$ cat src/rtl/mem_bus_arbiter_if.sv
// Bundles the requester ports (icache refill, MEM data) and the external
// memory bus used by mem_bus_arbiter.
//   master : arbiter view (drives bus_*, refill/data responses, stall_from_bus)
//   slave  : environment view (requesters plus memory slave)
interface mem_bus_arbiter_if #(
   parameter int unsigned ADDR_W = 32,
   parameter int unsigned DATA_W = 32
);
   // icache refill port
   logic              ic_req;
   logic [ADDR_W-1:0] ic_addr;
   logic [DATA_W-1:0] ic_rdata;
   logic              ic_rvalid;
   logic              ic_done;
   // MEM-stage data port
   logic              d_req;
   logic              d_we;
   logic [ADDR_W-1:0] d_addr;
   logic [DATA_W-1:0] d_wdata;
   logic [3:0]        d_sel;
   logic [DATA_W-1:0] d_rdata;
   logic              d_ack;
   // external memory bus
   logic              bus_req;
   logic              bus_we;
   logic [ADDR_W-1:0] bus_addr;
   logic [DATA_W-1:0] bus_wdata;
   logic [3:0]        bus_sel;
   logic              bus_ack;
   logic [DATA_W-1:0] bus_rdata;
   // pipeline stall
   logic              stall_from_bus;

   modport master (
      input  ic_req, ic_addr, d_req, d_we, d_addr, d_wdata, d_sel, bus_ack, bus_rdata,
      output ic_rdata, ic_rvalid, ic_done, d_rdata, d_ack,
             bus_req, bus_we, bus_addr, bus_wdata, bus_sel, stall_from_bus
   );

   modport slave (
      output ic_req, ic_addr, d_req, d_we, d_addr, d_wdata, d_sel, bus_ack, bus_rdata,
      input  ic_rdata, ic_rvalid, ic_done, d_rdata, d_ack,
             bus_req, bus_we, bus_addr, bus_wdata, bus_sel, stall_from_bus
   );
endinterface

$ cat src/rtl/mem_bus_arbiter.sv
// Round-robin, non-preemptive arbiter sharing one word-wide memory bus
// between the icache refill port (LINE_WORDS bursts) and the MEM data port.
// Ports:
//   clk  - clock, rising edge
//   rst  - synchronous active-high reset
//   bus  - mem_bus_arbiter_if.master: requester ports, memory bus, stall_from_bus
// bus_* outputs are registered; refill/data responses and stall_from_bus are
// combinational from state and bus_ack.
module mem_bus_arbiter #(
   parameter int unsigned ADDR_W     = 32,
   parameter int unsigned DATA_W     = 32,
   parameter int unsigned LINE_WORDS = 4
) (
   input  logic              clk,
   input  logic              rst,
   mem_bus_arbiter_if.master bus
);
   localparam int unsigned    CNT_W     = (LINE_WORDS > 1) ? $clog2(LINE_WORDS) : 1;
   localparam int unsigned    OFF_W     = CNT_W + 2;
   localparam logic [CNT_W-1:0] LAST_WORD = CNT_W'(LINE_WORDS - 1);

   typedef enum logic [1:0] {S_IDLE, S_GNT_I, S_GNT_D} state_t;
   typedef enum logic       {LG_I, LG_D}               gnt_t;

   state_t            r_state,     w_state_nxt;
   gnt_t              r_last_gnt,  w_last_gnt_nxt;
   logic [CNT_W-1:0]  r_word_cnt,  w_word_cnt_nxt;
   logic              r_bus_req,   w_bus_req_nxt;
   logic              r_bus_we,    w_bus_we_nxt;
   logic [ADDR_W-1:0] r_bus_addr,  w_bus_addr_nxt;
   logic [DATA_W-1:0] r_bus_wdata, w_bus_wdata_nxt;
   logic [3:0]        r_bus_sel,   w_bus_sel_nxt;

   logic w_pick_d;
   logic w_pick_i;
   logic w_ic_ack;
   logic w_d_ack;
   logic w_unused;

   // Line offset bits of the refill address are dropped (burst starts at base)
   assign w_unused = ^bus.ic_addr[OFF_W-1:0];

   // Round-robin: on contention the port that was not served last wins
   assign w_pick_d = bus.d_req & (~bus.ic_req | (r_last_gnt == LG_I));
   assign w_pick_i = bus.ic_req & ~w_pick_d;

   // State and bus registers
   always_ff @(posedge clk) begin
      if (rst) begin
         r_state     <= S_IDLE;
         r_last_gnt  <= LG_I;
         r_word_cnt  <= '0;
         r_bus_req   <= 1'b0;
         r_bus_we    <= 1'b0;
         r_bus_addr  <= '0;
         r_bus_wdata <= '0;
         r_bus_sel   <= '0;
      end else begin
         r_state     <= w_state_nxt;
         r_last_gnt  <= w_last_gnt_nxt;
         r_word_cnt  <= w_word_cnt_nxt;
         r_bus_req   <= w_bus_req_nxt;
         r_bus_we    <= w_bus_we_nxt;
         r_bus_addr  <= w_bus_addr_nxt;
         r_bus_wdata <= w_bus_wdata_nxt;
         r_bus_sel   <= w_bus_sel_nxt;
      end
   end

   // Next-state and bus register update
   always_comb begin
      w_state_nxt     = r_state;
      w_last_gnt_nxt  = r_last_gnt;
      w_word_cnt_nxt  = r_word_cnt;
      w_bus_we_nxt    = r_bus_we;
      w_bus_addr_nxt  = r_bus_addr;
      w_bus_wdata_nxt = r_bus_wdata;
      w_bus_sel_nxt   = r_bus_sel;

      case (r_state)
         S_IDLE: begin
            if (w_pick_d) begin
               w_state_nxt     = S_GNT_D;
               w_bus_we_nxt    = bus.d_we;
               w_bus_addr_nxt  = bus.d_addr;
               w_bus_wdata_nxt = bus.d_wdata;
               w_bus_sel_nxt   = bus.d_sel;
            end else if (w_pick_i) begin
               w_state_nxt    = S_GNT_I;
               w_bus_we_nxt   = 1'b0;
               w_bus_addr_nxt = {bus.ic_addr[ADDR_W-1:OFF_W], {OFF_W{1'b0}}};
               w_bus_sel_nxt  = 4'b1111;
               w_word_cnt_nxt = '0;
            end
         end
         S_GNT_I: begin
            if (bus.bus_ack) begin
               w_word_cnt_nxt = CNT_W'(r_word_cnt + 1'b1);
               w_bus_addr_nxt = ADDR_W'(r_bus_addr + ADDR_W'(4));
               if (r_word_cnt == LAST_WORD) begin
                  w_state_nxt    = S_IDLE;
                  w_last_gnt_nxt = LG_I;
               end
            end
         end
         S_GNT_D: begin
            if (bus.bus_ack) begin
               w_state_nxt    = S_IDLE;
               w_last_gnt_nxt = LG_D;
            end
         end
         default: w_state_nxt = S_IDLE;
      endcase

      // Every transaction returns through IDLE, so bus_req drops for a cycle
      w_bus_req_nxt = (w_state_nxt != S_IDLE);
   end

   // bus_ack only counts for the port that currently owns the bus
   assign w_ic_ack = (r_state == S_GNT_I) & bus.bus_ack;
   assign w_d_ack  = (r_state == S_GNT_D) & bus.bus_ack;

   assign bus.ic_rvalid      = w_ic_ack;
   assign bus.ic_done        = w_ic_ack & (r_word_cnt == LAST_WORD);
   assign bus.ic_rdata       = w_ic_ack ? bus.bus_rdata : '0;
   assign bus.d_ack          = w_d_ack;
   assign bus.d_rdata        = w_d_ack ? bus.bus_rdata : '0;
   assign bus.stall_from_bus = bus.d_req & ~w_d_ack;

   assign bus.bus_req   = r_bus_req;
   assign bus.bus_we    = r_bus_we;
   assign bus.bus_addr  = r_bus_addr;
   assign bus.bus_wdata = r_bus_wdata;
   assign bus.bus_sel   = r_bus_sel;
endmodule

$ cat src/flat_wrapper.sv
// flat-port wrapper written by rule: the top's interface ports become plain ports
module mem_bus_arbiter_flat 
#(
   parameter int unsigned ADDR_W     = 32,
   parameter int unsigned DATA_W     = 32,
   parameter int unsigned LINE_WORDS = 4
)
  (clk, rst, bus_ic_req, bus_ic_addr, bus_d_req, bus_d_we, bus_d_addr, bus_d_wdata, bus_d_sel, bus_bus_ack, bus_bus_rdata, bus_ic_rdata, bus_ic_rvalid, bus_ic_done, bus_d_rdata, bus_d_ack, bus_bus_req, bus_bus_we, bus_bus_addr, bus_bus_wdata, bus_bus_sel, bus_stall_from_bus);
  mem_bus_arbiter_if #(.ADDR_W(ADDR_W), .DATA_W(DATA_W)) bus_i ();
  input  logic clk;
  input  logic rst;
  input wire logic [$bits(bus_i.ic_req)-1:0] bus_ic_req;
  input wire logic [$bits(bus_i.ic_addr)-1:0] bus_ic_addr;
  input wire logic [$bits(bus_i.d_req)-1:0] bus_d_req;
  input wire logic [$bits(bus_i.d_we)-1:0] bus_d_we;
  input wire logic [$bits(bus_i.d_addr)-1:0] bus_d_addr;
  input wire logic [$bits(bus_i.d_wdata)-1:0] bus_d_wdata;
  input wire logic [$bits(bus_i.d_sel)-1:0] bus_d_sel;
  input wire logic [$bits(bus_i.bus_ack)-1:0] bus_bus_ack;
  input wire logic [$bits(bus_i.bus_rdata)-1:0] bus_bus_rdata;
  output wire logic [$bits(bus_i.ic_rdata)-1:0] bus_ic_rdata;
  output wire logic [$bits(bus_i.ic_rvalid)-1:0] bus_ic_rvalid;
  output wire logic [$bits(bus_i.ic_done)-1:0] bus_ic_done;
  output wire logic [$bits(bus_i.d_rdata)-1:0] bus_d_rdata;
  output wire logic [$bits(bus_i.d_ack)-1:0] bus_d_ack;
  output wire logic [$bits(bus_i.bus_req)-1:0] bus_bus_req;
  output wire logic [$bits(bus_i.bus_we)-1:0] bus_bus_we;
  output wire logic [$bits(bus_i.bus_addr)-1:0] bus_bus_addr;
  output wire logic [$bits(bus_i.bus_wdata)-1:0] bus_bus_wdata;
  output wire logic [$bits(bus_i.bus_sel)-1:0] bus_bus_sel;
  output wire logic [$bits(bus_i.stall_from_bus)-1:0] bus_stall_from_bus;
  assign bus_i.ic_req = bus_ic_req;
  assign bus_i.ic_addr = bus_ic_addr;
  assign bus_i.d_req = bus_d_req;
  assign bus_i.d_we = bus_d_we;
  assign bus_i.d_addr = bus_d_addr;
  assign bus_i.d_wdata = bus_d_wdata;
  assign bus_i.d_sel = bus_d_sel;
  assign bus_i.bus_ack = bus_bus_ack;
  assign bus_i.bus_rdata = bus_bus_rdata;
  assign bus_ic_rdata = bus_i.ic_rdata;
  assign bus_ic_rvalid = bus_i.ic_rvalid;
  assign bus_ic_done = bus_i.ic_done;
  assign bus_d_rdata = bus_i.d_rdata;
  assign bus_d_ack = bus_i.d_ack;
  assign bus_bus_req = bus_i.bus_req;
  assign bus_bus_we = bus_i.bus_we;
  assign bus_bus_addr = bus_i.bus_addr;
  assign bus_bus_wdata = bus_i.bus_wdata;
  assign bus_bus_sel = bus_i.bus_sel;
  assign bus_stall_from_bus = bus_i.stall_from_bus;
  mem_bus_arbiter #(.ADDR_W(ADDR_W), .DATA_W(DATA_W), .LINE_WORDS(LINE_WORDS)) u_core (.clk(clk), .rst(rst), .bus(bus_i));
endmodule
$ cat config.mk
export PLATFORM = sky130hd
export DESIGN_NAME = mem_bus_arbiter_flat
export DESIGN_NICKNAME = d
export VERILOG_FILES = /design/src/rtl/mem_bus_arbiter_if.sv /design/src/rtl/mem_bus_arbiter.sv /design/src/flat_wrapper.sv
export SDC_FILE = /design/constraint.sdc
export NUM_CORES = 1
export LEC_CHECK = 0
export CAP_MARGIN = 20
export CORE_AREA = 2 2 107 109
export CTS_CLUSTER_DIAMETER = 60
export DETAILED_ROUTE_END_ITERATION = 16
export DIE_AREA = 0 0 109 111
export GPL_TIMING_DRIVEN = 1
export HOLD_SLACK_MARGIN = 0.12
export PLACE_DENSITY = 0.91
export RECOVER_POWER = 100
export SLEW_MARGIN = 40
export SYNTH_ARGS = -nofsm -noshare
export SYNTH_HDL_FRONTEND = slang
export SYNTH_SLANG_ARGS = --single-unit
export TNS_END_PERCENT = 100
$ cat constraint.sdc
create_clock -name clk -period 4.8 [get_ports clk]
set_input_delay 0.72 -clock clk [delete_from_list [all_inputs] [get_ports clk]]
set_output_delay 0.72 -clock clk [all_outputs]
set_load 0.01 [all_outputs]
==> flow_metrics.py, run 1 <==
metrics = {
    "sta": {
        "fin_crit_sh": 0.730,
        "setup_viol": 0,
        "tightest_slew_ns": 1.53,
        "period_needed_ns": 3.50,
        "rsz0062_at_grt": "false",
        "fmax_mhz": 285,
        "skew_ns": 0.00993,
        "report.final.slew_viol_count": 36,
        "hold_violations": 0,
        "tns_ns": 0,
        "relSlewSlack": -0.0217,
    },
    "floorplan": {
        "rows": 39,
        "pin_count": 276,
        "die_h_um": 111,
        "coreArea_mm2": 0.0111,
        "die-area_mm2": 0.0121,
        "initial_core_util": 0.385,
        "die_w_um": 109,
    },
    "layout": {
        "syn2layout_area_growth_pct": 72.5,
        "fin_area_mm2": 0.00735,
        "drive_gt1_frac": 0.0536,
        "nets": 974,
        "n_antenna_cell": 0,
        "stdcell_count": 982,
        "post-route-util": 0.663,
    },
    "grt": {
        "track_usage": 0.252,
        "grt_pass1_vias": 4987,
        "grt_pass1_wl_mm": 24.3,
        "grt-ovfl-total": 0,
        "antenna_found_initial": 0,
        "grt_max_degree": 62,
    },
    "critical_path": {
        "cpPeakStageDelay_ns": 0.64,
        "cp_max_fo": 35,
        "reg2reg_to": "u_core.bus.bus_wdata[9]",
        "cp_data_arrival_time_ns": 2.78,
        "rr_startpoint": "u_core.r_last_gnt",
        "r2r_cells": 5,
        "critPathTopFamily": "buffers and inverters",
        "cp_slowest_cell": "dlygate4sd3_1",
        "cp_num_buf_inv": 4,
        "cp-startpoint": "bus_bus_ack",
        "cpMostUsedCell": "dlygate4sd3_1",
        "crit_cells": 6,
        "worst_setup_path_end_kind": "output port",
        "worstPathCellList": "dlygate4sd3_1 > inv_1 > nor3_2 > buf_4 > and2_1 > dlygate4sd3_1",
        "rrSetupSlack_ns": 2.16,
        "cp.required_ns": 4.08,
        "crit_end": "bus_d_rdata[30]",
        "start_kind": "primary input",
        "crit_type": "primary input to output port",
    },
    "hold_path": {
        "hp-start": "u_core.bus.bus_wdata[7]",
        "min-delay-path-class": "flop to flop",
    },
    "route": {
        "avgViaCountPerCell": 5.24,
        "dr_total_vias": 5145,
        "drtIter0Drc": 327,
        "antenna_left": 0,
        "dr.pass1.iters": 5,
        "wirelength_mm": 15.7,
        "route.detailed.drc": 0,
        "wl_per_cell_um": 16.0,
    },
    "synthesis": {
        "synth-seq-cells": 75,
        "syn_inst": 582,
        "ys_seq_area_frac": 0.353,
        "avgSynthCellArea_um2": 7.32,
        "yosysWarnings": 0,
        "synth_edf_count": 0,
        "yosysUniqueCellTypes": 60,
        "synth-async-reset-ratio": 0,
        "netlist_area_mm2": 0.00426,
        "syn_nets": 722,
        "synthFlopType": "dfxtp_1",
    },
    "pwr": {
        "powerDensity_mw_per_mm2": 259,
        "swShare": 0.311,
        "totalPowerFinal_uw": 1900,
        "combinationalPowerShare": 0.270,
        "p_sw_uw": 593,
        "ir_drop_uv": 142,
        "cell_internal_pwr_uw": 1310,
        "leakage_uw": 0.00316,
        "pwr-share-clk": 0.340,
        "seqPwrFrac": 0.390,
    },
    "cts": {
        "post_cts_resized": 0,
        "cts_buffer_depth": 2,
        "clock-root-buffer": "clkbuf_16",
        "clk_pin_slew_ns": 0.07,
        "clock-sinks": 75,
        "htreeDepth": 3,
        "clock_latency_ns": 0.33,
        "cts_made_buffers": 9,
        "hold_buffers": 0,
        "cts_tree": "yes",
        "postCtsSetupBuffers": 0,
    },
    "outcome": {
        "violations": "capacitance limit, slew limit",
        "status": "finished with violations",
    },
    "placement": {
        "hpwl_mm": 11.9,
        "dpl_cell_area_mm2": 0.00708,
        "dp_cells": 966,
        "port_buffers": 271,
        "gp_congestion": 0.828,
    },
    "flow_run": {
        "cap_violations": 1,
    },
}
==> cell usage after synthesis, types with 5 or more instances <==
cell type / number / share of area
buf_2: 9 / 0.011
nand2_1: 139 / 0.12
mux2i_1: 13 / 0.031
o221a_2: 5 / 0.013
inv_1: 5 / 0.0044
nand3_1: 13 / 0.015
nor2_1: 25 / 0.022
nand4_1: 9 / 0.013
a21oi_1: 77 / 0.090
dfxtp_1: 75 / 0.35
nor4_1: 5 / 0.0073
o21ai_0: 17 / 0.020
and2_1: 65 / 0.095
nor3_1: 14 / 0.016
clkbuf_1: 27 / 0.024
and3_1: 5 / 0.0073
a31oi_1: 6 / 0.0088
==> kinds of logic after synthesis <==
group / synth area share
muxes: 0.0306
adders and majority gates: 0.00587
and+or+nand+nor: 0.368
buffers and inverters: 0.0405
DFF: 0.353
AOI/OAI and AO/OA: 0.203
==> worst min-delay path, cell delays in order, from the launching register on <==
cell and delay [ns]:
dfxtp_1 0.31, nand2_1 0.05, a21oi_1 0.05
==> worst min path at each step <==
stage	cells past startpoint	to	slack, ns
2_1_floorplan	2	u_core.r_word_cnt[1]	0.44
3_3_place_gp	2	u_core.bus.bus_wdata[17]	0.44
4_1_cts	2	u_core.bus.bus_wdata[5]	0.46
6_report	2	u_core.bus.bus_wdata[7]	0.45
3_5_place_dp	2	u_core.bus.bus_wdata[5]	0.45
5_1_grt	2	u_core.bus.bus_wdata[7]	0.47
==> final cells by class <==
cell class | count | area [um2]
Clock buffer | 9 | 225
Clock inverter | 7 | 60.1
Fill cell | 988 | 3730
Inverter | 5 | 18.8
Multi-Input combinational cell | 464 | 2600
Sequential cell | 75 | 1500
Tap cell | 143 | 179
Timing Repair Buffer | 279 | 2760
==> metrics by stage <==
step	worst slack (ns)	hold WS [ns]
after global placement	1.44	0.441
after CTS	1.42	0.457
after global routing	1.15	0.473
after floorplan	2.36	0.436
after detailed placement	1.43	0.447
final	1.30	0.452
==> layer usage <==
layer | global-route usage | up-vias | wire length [um]
met5 | 0 | - | 0
met4 | 0.0667 | 0 | 278
met3 | 0.0576 | 23 | 1210
met2 | 0.462 | 235 | 8230
met1 | 0.287 | 2350 | 6020
li1 | - | 2537 | -
==> cell usage in the layout (no fill, tap or decap), types with 4 or more instances in the layout <==
cell type / count
a21oi_1: 77
a22oi_1: 4
a31oi_1: 6
and2_1: 63
and3_1: 5
buf_4: 6
clkbuf_16: 9
clkdlybuf4s50_1: 135
dfxtp_1: 75
dlygate4sd3_1: 135
inv_1: 5
mux2i_1: 13
nand2_1: 139
nand3_1: 13
nand4_1: 9
nor2_1: 26
nor3_1: 13
nor4_1: 5
o21ai_0: 19
o221a_2: 5
or3_1: 4
==> flip-flops by register name, indices dropped and copies added (netlist names) <==
signal,flops
u_core.bus.bus_we,1
u_core.r_state,2
u_core.bus.bus_req,1
u_core.bus.bus_wdata,32
u_core.r_word_cnt,2
u_core.bus.bus_addr,32
u_core.bus.bus_sel,4
u_core.r_last_gnt,1
==> power groups by stage <==
stage	clock (uW)	sequential, uW	combinational [uW]
2_1_floorplan	0	768	212
3_3_place_gp	0	753	537
3_5_place_dp	0	757	544
4_1_cts	656	743	547
5_1_grt	684	750	560
6_report	647	742	515
No activity file was read; power rests on OpenSTA's default activity.
==> run 2: changes to the inputs <==
CORE_AREA = not set   (was 2 2 107 109)
CORE_UTILIZATION = 37   (was not set)
DIE_AREA = not set   (was 0 0 109 111)
PLACE_DENSITY = 0.87   (was 0.91)
clock period = 3.5 ns   (was 4.8 ns; I/O delays follow)
==> run 2 against run 1 <==
The run now ends clean; clock skew down 0.0032 ns; sequential power up 37%; sequential share of layout area about the same; critical path depth unchanged; wire length up 2.4%; die area down 1.3%; worst hold slack worse by 0.0017 ns; first-iteration DRC count up 5.2%; via count up 1.0%.
==> flow_metrics.py, run 2 (synthesis results as in run 1) <==
metrics = {
    "critical_path": {
        "cp.required_ns": 2.97,
        "start_kind": "primary input",
        "cp_data_arrival_time_ns": 2.62,
        "worst_setup_path_end_kind": "output port",
        "cp_max_fo": 35,
        "crit_type": "primary input to output port",
    },
    "cts": {
        "cts_buffer_depth": 2,
        "clock_latency_ns": 0.33,
        "clock-root-buffer": "clkbuf_16",
        "clk_pin_slew_ns": 0.06,
        "clock-sinks": 75,
        "hold_buffers": 0,
        "htreeDepth": 3,
        "postCtsSetupBuffers": 0,
        "cts_made_buffers": 9,
        "cts_tree": "yes",
        "post_cts_resized": 0,
    },
    "route": {
        "wirelength_mm": 16.1,
        "route.detailed.drc": 0,
        "dr_wl_met3_mm": 1.40,
        "antenna_left": 0,
        "wl_met1_mm": 5.94,
        "dr.pass1.iters": 5,
        "dr_total_vias": 5198,
        "drtIter0Drc": 344,
        "met2_length_mm": 8.23,
        "avgViaCountPerCell": 5.29,
        "top_layer_used": "met4",
        "wl_per_cell_um": 16.4,
    },
    "sta": {
        "fin_crit_sh": 0.899,
        "rsz0062_at_grt": "false",
        "report.final.slew_viol_count": 0,
        "relSlewSlack": 0.116,
        "setup_viol": 0,
        "fmax_mhz": 318,
        "period_needed_ns": 3.15,
        "tns_ns": 0,
        "hold_violations": 0,
        "tightest_slew_ns": 1.33,
        "skew_ns": 0.00669,
    },
    "layout": {
        "drive_gt1_frac": 0.0547,
        "fin_area_mm2": 0.00735,
        "layout_common_cells": "nand2_1 (139), clkdlybuf4s50_1 (137), dlygate4sd3_1 (133)",
        "nets": 976,
        "syn2layout_area_growth_pct": 72.5,
        "final_common_cell": "nand2_1",
    },
    "floorplan": {
        "die_h_um": 109,
        "initial_core_util": 0.386,
        "coreArea_mm2": 0.0110,
        "rows": 38,
        "die_w_um": 109,
        "pin_count": 276,
        "die-area_mm2": 0.0119,
    },
    "placement": {
        "port_buffers": 271,
        "gp_congestion": 0.865,
        "dpl_cell_area_mm2": 0.00708,
        "hpwl_mm": 12.2,
    },
    "grt": {
        "grt-ovfl-total": 0,
        "antenna_found_initial": 1,
        "grt_pass1_vias": 4800,
        "grt_max_degree": 62,
        "track_usage": 0.262,
        "grt_pass1_wl_mm": 24.0,
    },
    "hold_path": {
        "min-delay-path-class": "flop to flop",
    },
    "pwr": {
        "seqPwrFrac": 0.389,
        "swShare": 0.306,
        "powerDensity_mw_per_mm2": 355,
        "p_sw_uw": 797,
        "pwr-share-clk": 0.339,
        "ir_drop_uv": 250,
        "combinationalPowerShare": 0.271,
        "cell_internal_pwr_uw": 1810,
        "leakage_uw": 0.00314,
    },
    "flow_run": {
        "cap_violations": 0,
    },
    "outcome": {
        "status": "completed",
    },
}
-- run 2: cell count changes in the layout (fill, tap and decap cells not counted), sizes merged --
cell,change
inv,-1
clkinvlp,+2
diode,+1
clkdlybuf4s50,+2
buf,-1
clkbuf,+4
dlygate4sd3,-2
clkinv,-2
-- run 2: worst paths after layout --
check                           startpoint                       end  slack, ns  cells after the start
setup reg to reg         u_core.r_state[0]   u_core.bus.bus_addr[15]       0.97                      6
setup / recovery               bus_bus_ack           bus_d_rdata[16]       0.35                      6
hold / removal    u_core.bus.bus_wdata[18]  u_core.bus.bus_wdata[18]       0.45                      2
hold reg to reg   u_core.bus.bus_wdata[18]  u_core.bus.bus_wdata[18]       0.45                      2
-- run 2: metrics by stage --
| step | hold slack (ns) | util | power, uW | instances | worst slack (ns) |
|---|---|---|---|---|---|
| 3_5_place_dp | 0.446 | 0.642 | 1790 | 965 | 0.509 |
| 3_3_place_gp | 0.441 | 0.642 | 1770 | 965 | 0.544 |
| 5_1_grt | 0.472 | 0.666 | 2730 | 982 | 0.186 |
| 2_1_floorplan | 0.436 | - | 1340 | 582 | 1.45 |
| 4_1_cts | 0.453 | 0.668 | 2670 | 981 | 0.498 |
| 6_report | 0.450 | 0.666 | 2610 | 982 | 0.353 |
-- run 2: layout make-up --
type | count | area (um2)
fillers | 960 | 3680
repair buffers | 281 | 2770
multi-input cells | 464 | 2590
flip-flops and latches | 75 | 1500
clock buffers | 10 | 239
well taps | 140 | 175
clock inverters | 6 | 47.5
inverters | 5 | 18.8
diodes | 1 | 2.50
-- run 2: critical path: stages --
cell	delay, ns
dlygate4sd3_1	0.64
inv_1	0.15
nor3_1	0.21
buf_4	0.31
and2_1	0.17
dlygate4sd3_1	0.62
-- run 2: power by group through the flow --
stage	Sequential (uW)	Combinational, uW	Clock [uW]
finish	1020	708	884
global route	1030	768	931
CTS	1020	752	900
detailed placement	1040	749	0
global placement	1030	740	0
floorplan	1050	290	0
-- run 2: metal layers --
layer  vias to the layer above  GRT usage
met3                        32     0.0705
met1                      2390      0.282
li1                       2539          -
met2                       237      0.477
met5                         -          0
met4                         0      0.116
==> run 3: changes to the inputs <==
CAP_MARGIN = 0   (was 20)
==> results of run 3 <==
Same layout as run 2: the final DEF is identical, and so are final timing and power.
